[src/rtl/yi_writeback_sched.sv]
// Y-vector writeback sequencer: pulls row results from the lanes in row order, feeds
// the element packer, pads the last partial word and addresses each packed word.
module yi_writeback_sched #(
  parameter int NUM_LANES = 4,
  parameter int ADDR_W    = 32,
  parameter int CNT_W     = 24
) (
  input  logic                    clk,
  input  logic                    rst,
  input  logic                    start,
  input  logic [2:0]              precision,
  input  logic [ADDR_W-1:0]       y_base_addr,
  input  logic [CNT_W-1:0]        y_len,
  output logic                    busy,
  output logic                    done,
  output logic                    err,
  input  logic [NUM_LANES-1:0]    lane_valid,
  input  logic [64*NUM_LANES-1:0] lane_data,
  output logic [NUM_LANES-1:0]    lane_ready,
  output logic [2:0]              pk_sel,
  output logic                    pk_clr,
  output logic                    pk_in_valid,
  output logic [63:0]             pk_in_data,
  input  logic                    pk_in_ready,
  input  logic                    pk_out_valid,
  input  logic [63:0]             pk_out_data,
  output logic                    pk_out_ready,
  output logic                    wr_valid,
  output logic [ADDR_W-1:0]       wr_addr,
  output logic [63:0]             wr_data,
  input  logic                    wr_ready
);

  localparam int LANE_W = (NUM_LANES > 1) ? $clog2(NUM_LANES) : 1;

  typedef enum logic [2:0] {
    S_IDLE, S_CLR, S_RUN, S_PAD, S_DRAIN, S_FIN
  } state_e;

  state_e              state_q, state_d;
  logic [2:0]          prec_q, prec_d;
  logic [ADDR_W-1:0]   base_q, base_d;
  logic [CNT_W-1:0]    len_q, len_d;
  logic [CNT_W-1:0]    elem_idx_q, elem_idx_d;
  logic [CNT_W-1:0]    word_idx_q, word_idx_d;
  logic                err_q, err_d;
  logic                pk_clr_q, pk_clr_d;

  logic [1:0]          epw_mask;
  logic [CNT_W-1:0]    words;
  logic [CNT_W-1:0]    elem_nxt;
  logic [LANE_W-1:0]   cur;
  logic                last_elem;
  logic                len_rem_nz;
  logic                pad_done;
  logic                word_act;

  // EPW-1 as a mask: element index modulo EPW is just the masked low bits.
  always_comb begin
    case (prec_q)
      3'd0:    epw_mask = 2'b11;
      3'd1:    epw_mask = 2'b01;
      default: epw_mask = 2'b00;
    endcase
  end

  always_comb begin
    case (prec_q)
      3'd0:    words = (len_q >> 2) + CNT_W'(|len_q[1:0]);
      3'd1:    words = (len_q >> 1) + CNT_W'(len_q[0]);
      default: words = len_q;
    endcase
  end

  assign elem_nxt   = elem_idx_q + CNT_W'(1);
  assign cur        = LANE_W'(elem_idx_q & CNT_W'(NUM_LANES - 1));
  assign last_elem  = (elem_idx_q == len_q - CNT_W'(1));
  assign len_rem_nz = |(len_q[1:0] & epw_mask);
  assign pad_done   = ~|(elem_nxt[1:0] & epw_mask);
  // Words beyond the expected count are never accepted from the packer.
  assign word_act   = ((state_q == S_RUN) || (state_q == S_PAD) || (state_q == S_DRAIN)) &&
                      (word_idx_q != words);

  assign wr_addr = base_q + ADDR_W'({word_idx_q, 3'b000});
  assign pk_sel  = prec_q;
  assign pk_clr  = pk_clr_q;
  assign err     = err_q;

  always_comb begin
    // NOTE: every signal written here gets a default first, so no path leaves it unassigned and no latch is inferred.
    state_d      = state_q;
    prec_d       = prec_q;
    base_d       = base_q;
    len_d        = len_q;
    elem_idx_d   = elem_idx_q;
    word_idx_d   = word_idx_q;
    err_d        = err_q;
    busy         = 1'b0;
    done         = 1'b0;
    lane_ready   = '0;
    pk_in_valid  = 1'b0;
    pk_in_data   = '0;
    wr_valid     = 1'b0;
    wr_data      = '0;
    pk_out_ready = 1'b0;

    if (word_act) begin
      wr_valid     = pk_out_valid;
      wr_data      = pk_out_data;
      pk_out_ready = wr_ready;
      if (pk_out_valid && wr_ready) word_idx_d = word_idx_q + CNT_W'(1);
    end

    case (state_q)
      S_IDLE: begin
        if (start) begin
          err_d = 1'b0;
          if (precision > 3'd2) begin
            err_d   = 1'b1;
            state_d = S_FIN;
          end else if (y_len == '0) begin
            state_d = S_FIN;
          end else begin
            prec_d     = precision;
            base_d     = y_base_addr;
            len_d      = y_len;
            elem_idx_d = '0;
            word_idx_d = '0;
            state_d    = S_CLR;
          end
        end
      end
      S_CLR: begin
        busy    = 1'b1;
        state_d = S_RUN;
      end
      S_RUN: begin
        busy            = 1'b1;
        pk_in_valid     = lane_valid[cur];
        pk_in_data      = lane_data[64*cur +: 64];
        lane_ready[cur] = pk_in_ready;
        if (lane_valid[cur] && pk_in_ready) begin
          elem_idx_d = elem_nxt;
          if (last_elem) state_d = len_rem_nz ? S_PAD : S_DRAIN;
        end
      end
      S_PAD: begin
        busy        = 1'b1;
        pk_in_valid = 1'b1;
        if (pk_in_ready) begin
          elem_idx_d = elem_nxt;
          if (pad_done) state_d = S_DRAIN;
        end
      end
      S_DRAIN: begin
        busy = 1'b1;
        if (word_idx_q == words) state_d = S_FIN;
      end
      S_FIN: begin
        done    = 1'b1;
        state_d = S_IDLE;
      end
      default: state_d = S_IDLE;
    endcase

    pk_clr_d = (state_d == S_CLR);
  end

  always_ff @(posedge clk) begin
    // NOTE: state registers use non-blocking assignments so every flop samples pre-edge values.
    if (rst) begin
      state_q    <= S_IDLE;
      prec_q     <= '0;
      base_q     <= '0;
      len_q      <= '0;
      elem_idx_q <= '0;
      word_idx_q <= '0;
      err_q      <= 1'b0;
      pk_clr_q   <= 1'b1;
    end else begin
      state_q    <= state_d;
      prec_q     <= prec_d;
      base_q     <= base_d;
      len_q      <= len_d;
      elem_idx_q <= elem_idx_d;
      word_idx_q <= word_idx_d;
      err_q      <= err_d;
      pk_clr_q   <= pk_clr_d;
    end
  end

endmodule
[config.mk]
export PLATFORM = sky130hd
export DESIGN_NAME = yi_writeback_sched
export DESIGN_NICKNAME = d
export VERILOG_FILES = /design/src/rtl/yi_writeback_sched.sv
export SDC_FILE = /design/constraint.sdc
export NUM_CORES = 1
export LEC_CHECK = 0
export ABC_AREA = 0
export CORE_AREA = 2 2 219 221
export CTS_CLUSTER_SIZE = 28
export DETAILED_ROUTE_END_ITERATION = 10
export DIE_AREA = 0 0 221 223
export GPL_ROUTABILITY_DRIVEN = 0
export GPL_TIMING_DRIVEN = 0
export MAX_ROUTING_LAYER = met4
export PLACE_DENSITY = 0.62
export SKIP_LAST_GASP = 1
export SYNTH_ARGS = -nofsm -noshare
export SYNTH_HDL_FRONTEND = slang
export SYNTH_SLANG_ARGS = --single-unit
[constraint.sdc]
create_clock -name clk -period 9.7 [get_ports clk]
set_input_delay 1.94 -clock clk [delete_from_list [all_inputs] [get_ports clk]]
set_output_delay 1.94 -clock clk [all_outputs]
set_load 0.05 [all_outputs]
# --- After elaboration in Yosys (flattened, before gate mapping) ---
# Cells that the tools add are included.
word_totals:
  reg_bits: 112
  output_inout_bits: 174
  wordCells: 92
op_classes:
  add_sub_neg: 6
  order_cmp: 3
  eq_ne: 15
  shift: 1
  n_mux: 37
  bitwise: 5
  n_reduce_logical: 17
op_table:
  columns: ["operator", "count"]
  rows:
  - ["24-bit two-way mux", 11]
  - ["256-bit by 9-bit indexed part select with 64-bit output", 1]
  - ["64-bit two-way mux", 2]
  - ["24-bit case mux with 3 select lines", 1]
  - ["24-bit by 1-bit adder with 24-bit output (second input constant)", 2]
  - ["24-bit == test", 2]
  - ["24-bit case mux with 2 select lines", 1]
  - ["32-bit by 27-bit adder with 32-bit output", 1]
  - ["3-bit two-way mux", 9]
  - ["23-bit by 1-bit adder with 24-bit output", 1]
  - ["24-bit zero test", 1]
  - ["24-bit inequality test", 1]
  - ["24-bit by 1-bit subtractor with 24-bit output (second input constant)", 1]
  - ["22-bit by 1-bit adder with 23-bit output", 1]
  - ["3-bit case mux with 5 select lines", 1]
  - ["3-bit by 1-bit == test with 1-bit output (second input constant)", 3]
  - ["2-bit inequality test (second input constant)", 4]
  - ["1-bit two-way mux", 7]
  - ["3-bit by 2-bit == test with 1-bit output (second input constant)", 2]
  - ["3-bit == test (second input constant)", 2]
  - ["3-bit zero test", 2]
  - ["6-bit AND reduction", 1]
  - ["2-bit OR reduction", 3]
  - ["2-bit bitwise AND", 2]
  - ["17 further kinds", 22]

# --- Longest topological paths before layout ---
# Gate-level depths: netlist of run 1.
depth:
  ltp_word: 10
  ltp_mapped: 19

# --- Worst setup path after synthesis of run 1 ---
# OpenSTA, ideal clock, no wires.
synth_timing:
  path_type: "register to output"
  start: "reg len_q[0]"
  end: "out wr_data[10]"
  t_arrival_ps: 4006
  t_required_ps: 7760
  slack_ps: 3754
  stages_incl_launch_ff: 18
  cell_sequence: "dfxtp_1 clkbuf_1 inv_1 ha_1 inv_1 ha_1 ha_1 nand3_1 or4_1 buf_2 or3_1 a211oi_1 a221oi_1 xnor2_1 nor4_2 a31oi_1 clkbuf_1 and2_1"
synth_via:
  elab_chain_len: 6
  elab_cells_between_ends: 7
  classes_between: "add/sub: 2; eq/ne: 1; mux: 2; reduce/logical: 2"
synth_rtl:
  columns: ["item", "line_no", "text"]
  rows:
  - ["start, declared", "43", "logic [CNT_W-1:0] len_q, len_d;"]
  - ["start signal, assigned", "184", "len_q <= len_d;"]
  - ["2-bit OR reduction", "69", "3'd0: words = (len_q >> 2) + CNT_W'(|len_q[1:0]);"]
  - ["22-bit by 1-bit adder with 23-bit output", "69", null]
  - ["24-bit case mux with 2 select lines *", "68", "case (prec_q)"]
  - ["24-bit inequality test *", "82", "(word_idx_q != words);"]
  - ["1-bit logical AND *", "81", "assign word_act = ((state_q == S_RUN) || (state_q == S_PAD) || (state_q == S_DRAIN)) &&"]
  - ["64-bit two-way mux *", "107", "if (word_act) begin"]
  - ["end, declared", "30", "output logic [63:0] wr_data,"]
# Every way passes the cells marked *; elsewhere a longest branch is shown, timed or not.

# --- Worst setup path in the final report of run 1 ---
layout_timing:
  start: "reg len_q[0]"
  end: "out wr_data[38]"
# The elaborated chain is that of the path after synthesis.

==> results of run 1 <==
[final timing paths]
kind,endpoint,slack [ns],start,depth (start not counted)
min reg2reg,base_q[1],0.46,base_q[1],2
max,wr_data[38],1.47,len_q[0],18
max reg2reg,word_idx_q[0],4.39,len_q[0],18
min,base_q[1],0.46,base_q[1],2
[cells by family (layout without fill, tap and decap cells)]
family / count (synthesis) / in the layout / share of synthesized area, %
buffers and inverters: 154 / 732 / 5.61
flip-flops: 112 / 112 / 20.5
AO/OA/AOI/OAI: 271 / 271 / 15.7
XOR/XNOR: 118 / 118 / 9.44
adder cells (fa/ha/maj): 36 / 36 / 4.18
AND/OR/NAND/NOR: 623 / 623 / 29.9
multiplexers: 79 / 79 / 14.7
[power by group]
| part | internal (µW) | switching [µW] | total, µW |
|---|---|---|---|
| Combinational | 388 | 531 | 919 |
| Clock | 191 | 194 | 385 |
| Sequential | 475 | 12.2 | 487 |
| Total | 1060 | 737 | 1790 |
[routing by layer]
layer / track usage [%] / up-vias
li1: - / 6173
met1: 26.9 / 6301
met2: 35.5 / 588
met3: 5.33 / 50
met4: 4.59 / 0
met5: - / -
[registers in the layout, indices dropped and copies added (netlist names)]
signal / count
len_q: 24
err: 1
word_idx_q: 24
pk_sel: 3
state_q: 3
base_q: 32
elem_idx_q: 24
pk_clr: 1
[through the flow]
stage	std cells	util [%]
detailed placement	2570	36.8
global route	2586	37.4
floorplan	1393	-
global placement	2570	36.8
CTS	2586	37.4
finish	2586	37.4
[cell usage in the layout (no fill, tap or decap), types with 9 or more instances in the layout]
cell type / count
inv_1: 42
mux2i_1: 13
o21a_1: 9
or3_1: 19
nand2_1: 184
buf_1: 19
nor3_1: 34
o31ai_1: 12
and2_1: 136
dfxtp_1: 112
or4_1: 26
mux4_2: 65
buf_2: 14
xnor2_1: 70
a31oi_1: 10
ha_1: 35
nand4_1: 34
nor2_1: 71
clkbuf_16: 9
nand3_1: 36
nor4_1: 23
xor2_1: 48
a21o_1: 9
a21oi_1: 112
o211ai_1: 17
o21ai_0: 36
clkdlybuf4s50_1: 562
clkbuf_1: 75
and3_1: 19
[critical path: cells and delay by family (launching register included)]
| kind | cells | cell delay (ns) |
|---|---|---|
| simple gates | 4 | 1.12 |
| buf+inv | 6 | 1.87 |
| fa+ha+maj | 3 | 0.76 |
| xor+xnor | 1 | 0.21 |
| compound gates | 4 | 1.60 |
| flops | 1 | 0.34 |
[area by class of cell]
class	instances	share of cell area, %
tap	615	4.36
clock buffer	11	1.43
timing repair buffer	562	31.9
inverter	42	0.894
clock inverter	5	0.220
sequential	112	12.7
multi-input combinational	1127	45.9
buffer	112	2.59
==> results by group, run 1 <==
Worst setup path
  – Critical Path Sink Type: output port
  – Max incr delay on CP: 0.83 ns
  – Critical path arrival: 6.29 ns
  – CP startpoint kind: flip-flop
  – Crit path cell chain: clkbuf_1 -> inv_1 -> ha_1 -> inv_1 -> ha_1 -> ha_1 -> nand3_1 -> or4_1 -> buf_2 -> o21ai_0 -> a211oi_1 -> a221oi_1 -> xnor2_1 -> nor4_2 -> a31oi_1 -> clkbuf_1 -> and2_1 -> clkdlybuf4s50_1
  – Highest fanout seen on the critical path: 10
  – Type of the setup path with the least slack: reg -> out
  – CP most frequent cell: ha_1
  – Slowest-stage cell, CP: clkdlybuf4s50_1
  – Required @ worst endpoint: 7.76 ns

Yosys
  – Commonest cells in the netlist: 184 x nand2_1, 136 x and2_1, 112 x a21oi_1, 112 x dfxtp_1, 75 x clkbuf_1
  – Count of distinct cell types in the synthesized netlist: 70
  – Number of nets produced by synthesis: 1818
  – Count of synthesis-stage warnings from yosys: 0
  – Sequential cell area fraction in the yosys report: 20.5%
  – Area share of the largest cell type after synthesis: 20.5%
  – FFs w/ async S/R, synth: 0%
  – Post-synthesis instance area: 10900 µm²
  – Most used flip-flop cell after synthesis: dfxtp_1
  – Synth Instances: 1393
  – Syn Area/Cell: 7.86 µm²
  – FF+latch count, synth: 112
  – Largest cells by area after synthesis: dfxtp_1 20%, mux4_2 13%, and2_1 7.8%
  – Number of synthesized flops with an enable pin: 0
  – Dominant cell by count in the synthesized netlist: nand2_1
  – Largest area contributor in the synthesized netlist: dfxtp_1

Pwr
  – Maximum vdd ir drop: 0.0840 mV
  – Static power due to leakage: 0.00616 µW
  – Power density relative to cell area: 102 nW/µm²
  – Post-layout power: 1790 µW

Clock tree
  – Latest clock arrival within the worst-skew pair: 0.38 ns
  – Cts bufs inserted: 9
  – Post-cts gate resize count: 0
  – # clock sinks: 112
  – Post-CTS Setup Bufs: 0
  – Worst-path clk slew: 0.08 ns
  – Hold-fix buffers, CTS: 0
  – TritonCTS clock tree: done
  – Root buffer cell: clkbuf_16
  – Total number of H-tree levels: 3
  – Maximum buffer depth of the clock tree: 2

Timing
  – Post-layout minimum cycle time: 8.23 ns
  – Final-layout setup total negative slack: 0 ns
  – Max-slew headroom at the worst pin: 24.3%
  – Post-route clock skew: 0.0131 ns
  – Final-report hold violation count: 0
  – Setup violation total in the final timing report: 0
  – RSZ-0062 raised after global routing: no
  – Period Utilization, post-route: 84.8%
  – Max-slew violation count: 0
  – Transition time at the pin with the least slew margin: 1.14 ns
  – Achievable clock frequency: 122 MHz
  – Minimum setup slack in the final design: 1.47 ns
  – Worst slack on hold paths: 0.458 ns

Layout
  – Area of the multi-input gates: 8090 µm²
  – Number of diodes added for antenna fixing: 0
  – Final #Nets: 2391
  – Footprint of the flip-flops and latches: 2240 µm²
  – Final std cell area, no fill: 17600 µm²
  – Filler cell count in the final layout: 4783
  – Layout overhead on the synthesized area: 61.1%
  – Share of layout cells above drive strength 1: 5.73%

Routing
  – Wire length after detailed routing: 53800 µm
  – Total met2 wirelength after detailed routing: 25400 µm
  – Detail-routed net length per standard cell: 20.8 µm
  – M1 WL: 23000 µm
  – DRC violation total after the first TritonRoute iteration: 1089
  – Highest routing layer actually used: met4
  – Via count of the routed design: 13100
  – Number of remaining DRC errors: 0
  – Count of TritonRoute iterations in the first routing pass: 5
  – Via-per-instance ratio: 5.07
  – DRT antenna net count: 0
  – Met3 WL post-DR: 4400 µm

Die
  – Die H: 223 µm
  – Row cnt: 80
  – Die footprint: 49300 µm²
  – I/O Pins: 563
  – Horizontal die dimension: 221 µm
  – Area of the core: 47100 µm²
  – Starting Density: 23.2%

Job
  – Count of max-cap constraint violations: 0

Placed design
  – Post-Place Cell Area: 17300 µm²
  – Estimated wirelength of the detail-placed design: 45300 µm
  – IO Port Bufs: 562
  – Worst slack after detailed placement: 1.72 ns

Global route
  – Global-route wire length before repair: 79900 µm
  – Total global routing track utilization: 21.6%
  – Via count of the first global-routing pass: 12900
  – Largest net degree at the start of global routing: 19
  – Initial antenna violation count: 4
  – Remaining global-route overflow: 0

Status
  – Outcome: complete, no violations

Min path
  – Worst min-delay path class: reg -> reg
(Power assumes the default switching activity.)
==> inputs of run 2 (changes only) <==
CORE_AREA = 2 2 217 219   (was 2 2 219 221)
DIE_AREA = 0 0 219 221   (was 0 0 221 223)
PLACE_DENSITY = 0.63   (was 0.62)
clock period = 8.3 ns   (was 9.7 ns; I/O delays follow)
==> run 2 against run 1 <==
Net effect:
- sequential share of layout area about the same
- combinational power up 16%
- clock power is 18% higher
- global-route usage decreased by 0.30 points
- die area fell by 1.8%
- via count is 0.16% lower
==> results by group, run 2 (synthesized netlist as in run 1, its figures left out) <==
Status
  – Outcome: complete, no violations

Global route
  – Via count of the first global-routing pass: 12900 (-0.26%)
  – Largest net degree at the start of global routing: 19 (unchanged)
  – Remaining global-route overflow: 0 (unchanged)
  – Global-route wire length before repair: 77300 µm (-3.2%)
  – Total global routing track utilization: 21.3% (-0.30 points)
  – Initial antenna violation count: 1 (-3)

Layout
  – Most frequent cells in the layout: 562 x clkdlybuf4s50_1, 184 x nand2_1, 136 x and2_1, 112 x a21oi_1, 112 x dfxtp_1
  – Filler cell count in the final layout: 4704 (-1.7%)
  – Most common cell after layout, fill and taps aside: clkdlybuf4s50_1
  – Final #Nets: 2391 (unchanged)
  – Post-layout util: 38.3% (+0.87 points)
  – Footprint of the flip-flops and latches: 2240 µm² (unchanged)
  – Number of diodes added for antenna fixing: 0 (unchanged)
  – Layout overhead on the synthesized area: 61.0% (about the same)
  – Largest register FFs: 32 (unchanged)
  – Share of layout cells above drive strength 1: 5.68% (-0.051 points)
  – Top reg by flops: base_q
  – Area of the multi-input gates: 8090 µm² (unchanged)
  – Non-filler cells in the finished layout: 2578 (-0.31%)

Worst setup path
  – Slowest-stage cell, CP: clkdlybuf4s50_1
  – Required @ worst endpoint: 6.64 ns (-1.12 ns)
  – CP startpoint kind: flip-flop
  – Type of the setup path with the least slack: reg -> out
  – Critical path arrival: 6.20 ns (-0.09 ns)
  – Max incr delay on CP: 0.83 ns (about the same)
  – Highest fanout seen on the critical path: 10 (unchanged)
  – Crit path cell chain: clkbuf_1 -> inv_1 -> ha_1 -> inv_1 -> ha_1 -> ha_1 -> nand3_1 -> or4_1 -> buf_2 -> o21ai_0 -> a211oi_1 -> a221oi_1 -> xnor2_1 -> nor4_2 -> a31oi_1 -> clkbuf_1 -> and2_1 -> clkdlybuf4s50_1
  – Setup slack on the worst flop-to-flop path: 3.11 ns (-1.28 ns)
  – CP most frequent cell: ha_1
  – Critical Path Sink Type: output port

Timing
  – Final-report hold violation count: 0 (unchanged)
  – Period Utilization, post-route: 94.6%
  – RSZ-0062 raised after global routing: no
  – Achievable clock frequency: 127 MHz
  – Setup violation total in the final timing report: 0 (unchanged)
  – Post-route clock skew: 0.0133 ns (+0.000161 ns)
  – Transition time at the pin with the least slew margin: 1.27 ns (+0.136 ns)
  – Post-layout minimum cycle time: 7.86 ns
  – Max-slew violation count: 0 (unchanged)
  – Max-slew headroom at the worst pin: 14.6% (-9.7 points)
  – Final-layout setup total negative slack: 0 ns (unchanged)

Clock tree
  – Maximum buffer depth of the clock tree: 2 (unchanged)
  – Worst-path clk slew: 0.08 ns (about the same)
  – Latest clock arrival within the worst-skew pair: 0.37 ns (about the same)
  – Cts bufs inserted: 9 (unchanged)
  – Hold-fix buffers, CTS: 0 (unchanged)
  – Total number of H-tree levels: 3 (unchanged)
  – Root buffer cell: clkbuf_16
  – # clock sinks: 112 (unchanged)
  – Post-CTS Setup Bufs: 0 (unchanged)
  – TritonCTS clock tree: done
  – Post-cts gate resize count: 0 (unchanged)

Routing
  – Via count of the routed design: 13100 (-0.16%)
  – Number of remaining DRC errors: 0 (unchanged)
  – Wire length after detailed routing: 52600 µm (-2.2%)
  – Count of TritonRoute iterations in the first routing pass: 8 (+3)
  – DRT antenna net count: 0 (unchanged)
  – Detail-routed net length per standard cell: 20.4 µm (-1.9%)
  – DRC violation total after the first TritonRoute iteration: 1103 (+1.3%)
  – Via-per-instance ratio: 5.08 (+0.15%)

Placed design
  – IO Port Bufs: 562 (unchanged)
  – Estimated wirelength of the detail-placed design: 44000 µm (-2.8%)
  – Dpl cells: 2562 (-0.31%)

Pwr
  – Power density relative to cell area: 119 nW/µm² (+17%)
  – Maximum vdd ir drop: 0.101 mV (+20%)
  – Static power due to leakage: 0.00616 µW (-0.14%)

Die
  – Die H: 221 µm (-0.90%)
  – Starting Density: 23.8% (+0.55 points)
  – Die footprint: 48400 µm² (-1.8%)
  – Horizontal die dimension: 219 µm (-0.90%)
  – Row cnt: 79 (-1.3%)
  – I/O Pins: 563 (unchanged)
  – Area of the core: 46100 µm² (-2.3%)

Min path
  – Worst min-delay path class: reg -> reg

Job
  – Count of max-cap constraint violations: 0 (unchanged)
## run 2: worst max-delay path: cells and delay by family (launching register included)
kind | cells | cell delay, ns
AO/OA/AOI/OAI | 4 | 1.59
XOR/XNOR | 1 | 0.21
adder cells (fa/ha/maj) | 3 | 0.75
buffers and inverters | 6 | 1.82
flip-flops | 1 | 0.34
AND/OR/NAND/NOR | 4 | 1.10
## run 2: final timing paths
path              from       endpoint  cells past startpoint
max           len_q[0]    wr_data[59]                     18
min          base_q[0]      base_q[0]                      2
min reg2reg  base_q[0]      base_q[0]                      2
max reg2reg   len_q[0]  word_idx_q[0]                     18
## run 2: per-layer routing
| metal | GRT usage (%) | vias to the layer above | share of wire [%] |
|---|---|---|---|
| met1 | 26.9 | 6238 | 43 |
| met5 | - | - | 0 |
| li1 | - | 6183 | - |
| met3 | 4.80 | 65 | 8.1 |
| met4 | 4.90 | 0 | 2.3 |
| met2 | 34.6 | 605 | 47 |
## run 2: where the power goes
group | switching, µW | internal [µW]
clock | 220 | 236
sequential | 15.1 | 555
combinational | 620 | 454
## run 2: per-stage QoR
stage	area (µm²)	setup slack (ns)	power [µW]	hold slack, ns
after floorplan	10900	2.63	1190	0.437
after global placement	17300	0.890	1640	0.444
after detailed placement	17300	0.764	1650	0.454
after CTS	17600	0.335	2110	0.466
after global routing	17600	0.168	2190	0.482
final	17600	0.444	2100	0.459
## run 2: final cells by class
class,count,share of cell area [%]
flip-flops and latches,112,12.7
inverters,42,0.894
plain buffers,112,2.59
multi-input cells,1127,45.9
repair buffers,562,31.9
clock buffers,10,1.30
well taps,607,4.31
clock inverters,6,0.383
==> inputs of run 3 (changes only) <==
CORE_AREA = 2 2 220 222   (was 2 2 217 219)
CTS_BUF_LIST = sky130_fd_sc_hd__clkbuf_8   (was default)
DIE_AREA = 0 0 222 224   (was 0 0 219 221)
PLACE_DENSITY = 0.62   (was 0.63)
==> run 3 against run 2 <==
Net effect:
- global-route usage is 0.32 points lower
- critical path depth stayed put
- critical endpoint is now wr_data[52]
- sequential share of layout area is 0.054 points higher
- clock power is 20% lower
- non-clock buffer count stayed put
- first-iteration DRC count is 20% lower
- highest routed layer unchanged
- combinational power hardly changed
- critical path type unchanged
- sequential power hardly changed
- cell area is 0.43% lower
- total power is 4.5% lower
- maximum frequency is 1.2% higher
==> results by group, run 3 (synthesized netlist as in run 1, its figures left out) <==
Die
  – Die footprint: 49700 µm² (+2.7%)
  – Horizontal die dimension: 222 µm (+1.4%)
  – Area of the core: 47300 µm² (+2.8%)
  – Starting Density: 23.1% (-0.64 points)
  – Row cnt: 80 (+1.3%)
  – Die H: 224 µm (+1.4%)
  – I/O Pins: 563 (unchanged)

Pwr
  – Post-layout power: 2010 µW (-4.5%)
  – Static power due to leakage: 0.00612 µW (-0.54%)
  – Power density relative to cell area: 114 nW/µm² (-4.1%)
  – Maximum vdd ir drop: 0.0815 mV (-19%)

Clock tree
  – TritonCTS clock tree: done
  – Worst-path clk slew: 0.11 ns (+0.03 ns)
  – Maximum buffer depth of the clock tree: 2 (unchanged)
  – Root buffer cell: clkbuf_8
  – Hold-fix buffers, CTS: 0 (unchanged)
  – Post-CTS Setup Bufs: 0 (unchanged)
  – Post-cts gate resize count: 0 (unchanged)
  – Total number of H-tree levels: 3 (unchanged)
  – # clock sinks: 112 (unchanged)
  – Latest clock arrival within the worst-skew pair: 0.41 ns (+0.04 ns)
  – Cts bufs inserted: 9 (unchanged)

Worst setup path
  – Max incr delay on CP: 0.83 ns (about the same)
  – Cell family contributing the most delay on the critical path: buffers and inverters
  – Slowest-stage cell, CP: clkdlybuf4s50_1
  – Critical path arrival: 6.10 ns (-0.10 ns)
  – Critical Path Sink Type: output port
  – Type of the setup path with the least slack: reg -> out
  – Number of buffer and inverter stages on the critical path: 6 (unchanged)
  – Crit path cell chain: clkbuf_1 -> inv_1 -> ha_1 -> inv_1 -> ha_1 -> ha_1 -> nand3_1 -> or4_1 -> buf_2 -> or4_1 -> nand3_1 -> a22oi_1 -> xnor2_1 -> nor3_1 -> a31oi_1 -> clkbuf_1 -> and2_1 -> clkdlybuf4s50_1
  – Highest fanout seen on the critical path: 10 (unchanged)
  – CP most frequent cell: ha_1
  – CP startpoint kind: flip-flop
  – Required @ worst endpoint: 6.64 ns (about the same)

Layout
  – Filler cell count in the final layout: 4862 (+3.4%)
  – Most common cell after layout, fill and taps aside: clkdlybuf4s50_1
  – Layout overhead on the synthesized area: 60.4%
  – Final #Nets: 2391 (unchanged)
  – Largest register FFs: 32 (unchanged)
  – Most frequent cells in the layout: 562 x clkdlybuf4s50_1, 184 x nand2_1, 136 x and2_1, 112 x a21oi_1, 112 x dfxtp_1
  – Non-filler cells in the finished layout: 2590 (+0.47%)
  – Top reg by flops: base_q
  – Share of layout cells above drive strength 1: 5.73% (+0.051 points)

Global route
  – Via count of the first global-routing pass: 12900 (+0.49%)
  – Initial antenna violation count: 5 (+4)
  – Largest net degree at the start of global routing: 20 (+1)
  – Total global routing track utilization: 21.0% (-0.32 points)
  – Global-route wire length before repair: 78400 µm (+1.4%)
  – Remaining global-route overflow: 0 (unchanged)

Timing
  – Setup violation total in the final timing report: 0 (unchanged)
  – Achievable clock frequency: 129 MHz (+1.2%)
  – Post-route clock skew: 0.0189 ns (+0.00562 ns)
  – Period Utilization, post-route: 93.5% (-1.1 points)
  – Worst slack on hold paths: 0.465 ns (+0.00664 ns)
  – Post-layout minimum cycle time: 7.76 ns (-0.0934 ns)
  – Max-slew violation count: 0 (unchanged)
  – Final-layout setup total negative slack: 0 ns (unchanged)
  – Transition time at the pin with the least slew margin: 1.13 ns (-0.145 ns)
  – Final-report hold violation count: 0 (unchanged)
  – Minimum setup slack in the final design: 0.538 ns (+0.0934 ns)
  – Max-slew headroom at the worst pin: 24.9% (+10 points)
  – RSZ-0062 raised after global routing: no

Job
  – Count of max-cap constraint violations: 0 (unchanged)

Routing
  – DRC violation total after the first TritonRoute iteration: 877 (-20%)
  – Via-per-instance ratio: 5.05 (-0.65%)
  – Detail-routed net length per standard cell: 20.4 µm (-0.19%)
  – Wire length after detailed routing: 52800 µm (+0.27%)
  – DRT antenna net count: 0 (unchanged)
  – Number of remaining DRC errors: 0 (unchanged)
  – Count of TritonRoute iterations in the first routing pass: 7 (-1)
  – Via count of the routed design: 13100 (-0.18%)

Placed design
  – Estimated wirelength of the detail-placed design: 44100 µm (+0.35%)
  – Worst slack after detailed placement: 0.931 ns (+0.167 ns)
  – Dpl cells: 2570 (+0.31%)
  – IO Port Bufs: 562 (unchanged)

Min path
  – Worst min-delay path class: reg -> reg

Status
  – Outcome: complete, no violations
## run 3: cell types whose count changed in the layout (fill, tap and decap cells not counted), sizes merged
cell	change
clkinvlp	-2
clkinv	+1
inv	+2
diode	+4
clkbuf	-1
## run 3: final cells by class
| cell class | count | area (µm²) | area share (%) |
|---|---|---|---|
| buffer | 112 | 457 | 2.60 |
| antenna | 4 | 10.0 | 0.0570 |
| clock inverter | 7 | 77.6 | 0.442 |
| timing repair buffer | 562 | 5630 | 32.1 |
| clock buffer | 9 | 124 | 0.706 |
| multi-input combinational | 1127 | 8090 | 46.1 |
| tap | 615 | 769 | 4.38 |
| inverter | 42 | 158 | 0.898 |
| sequential | 112 | 2240 | 12.8 |
## run 3: worst paths after layout
path	cells after the start	from	slack, ns	to
hold / removal	2	base_q[1]	0.47	base_q[1]
hold reg to reg	2	base_q[1]	0.47	base_q[1]
setup reg to reg	18	len_q[0]	3.21	word_idx_q[0]
setup / recovery	18	len_q[0]	0.54	wr_data[52]
## run 3: per-stage QoR
step,area (µm²),utilization [%]
after detailed placement,17300,36.6
final,17600,37.1
after global placement,17300,36.6
after global routing,17600,37.1
after floorplan,10900,-
after CTS,17500,37.1
## run 3: layer usage
layer	track usage [%]	wire, µm
met5	-	0
met3	5.59	4530
met4	5.82	1340
met1	25.3	22000
met2	34.6	24900
## run 3: tightest hold or removal path, delay by kind of cell, from the launching register on
kind	cells	cell delay, ns
DFF	1	0.33
and+or+nand+nor	1	0.05
AOI/OAI and AO/OA	1	0.05
## run 3: power breakdown
| group | switching [µW] | total (µW) | internal (µW) |
|---|---|---|---|
| registers | 14.5 | 570 | 556 |
| logic | 618 | 1070 | 454 |
| clock network | 219 | 363 | 144 |
| total | 852 | 2010 | 1150 |
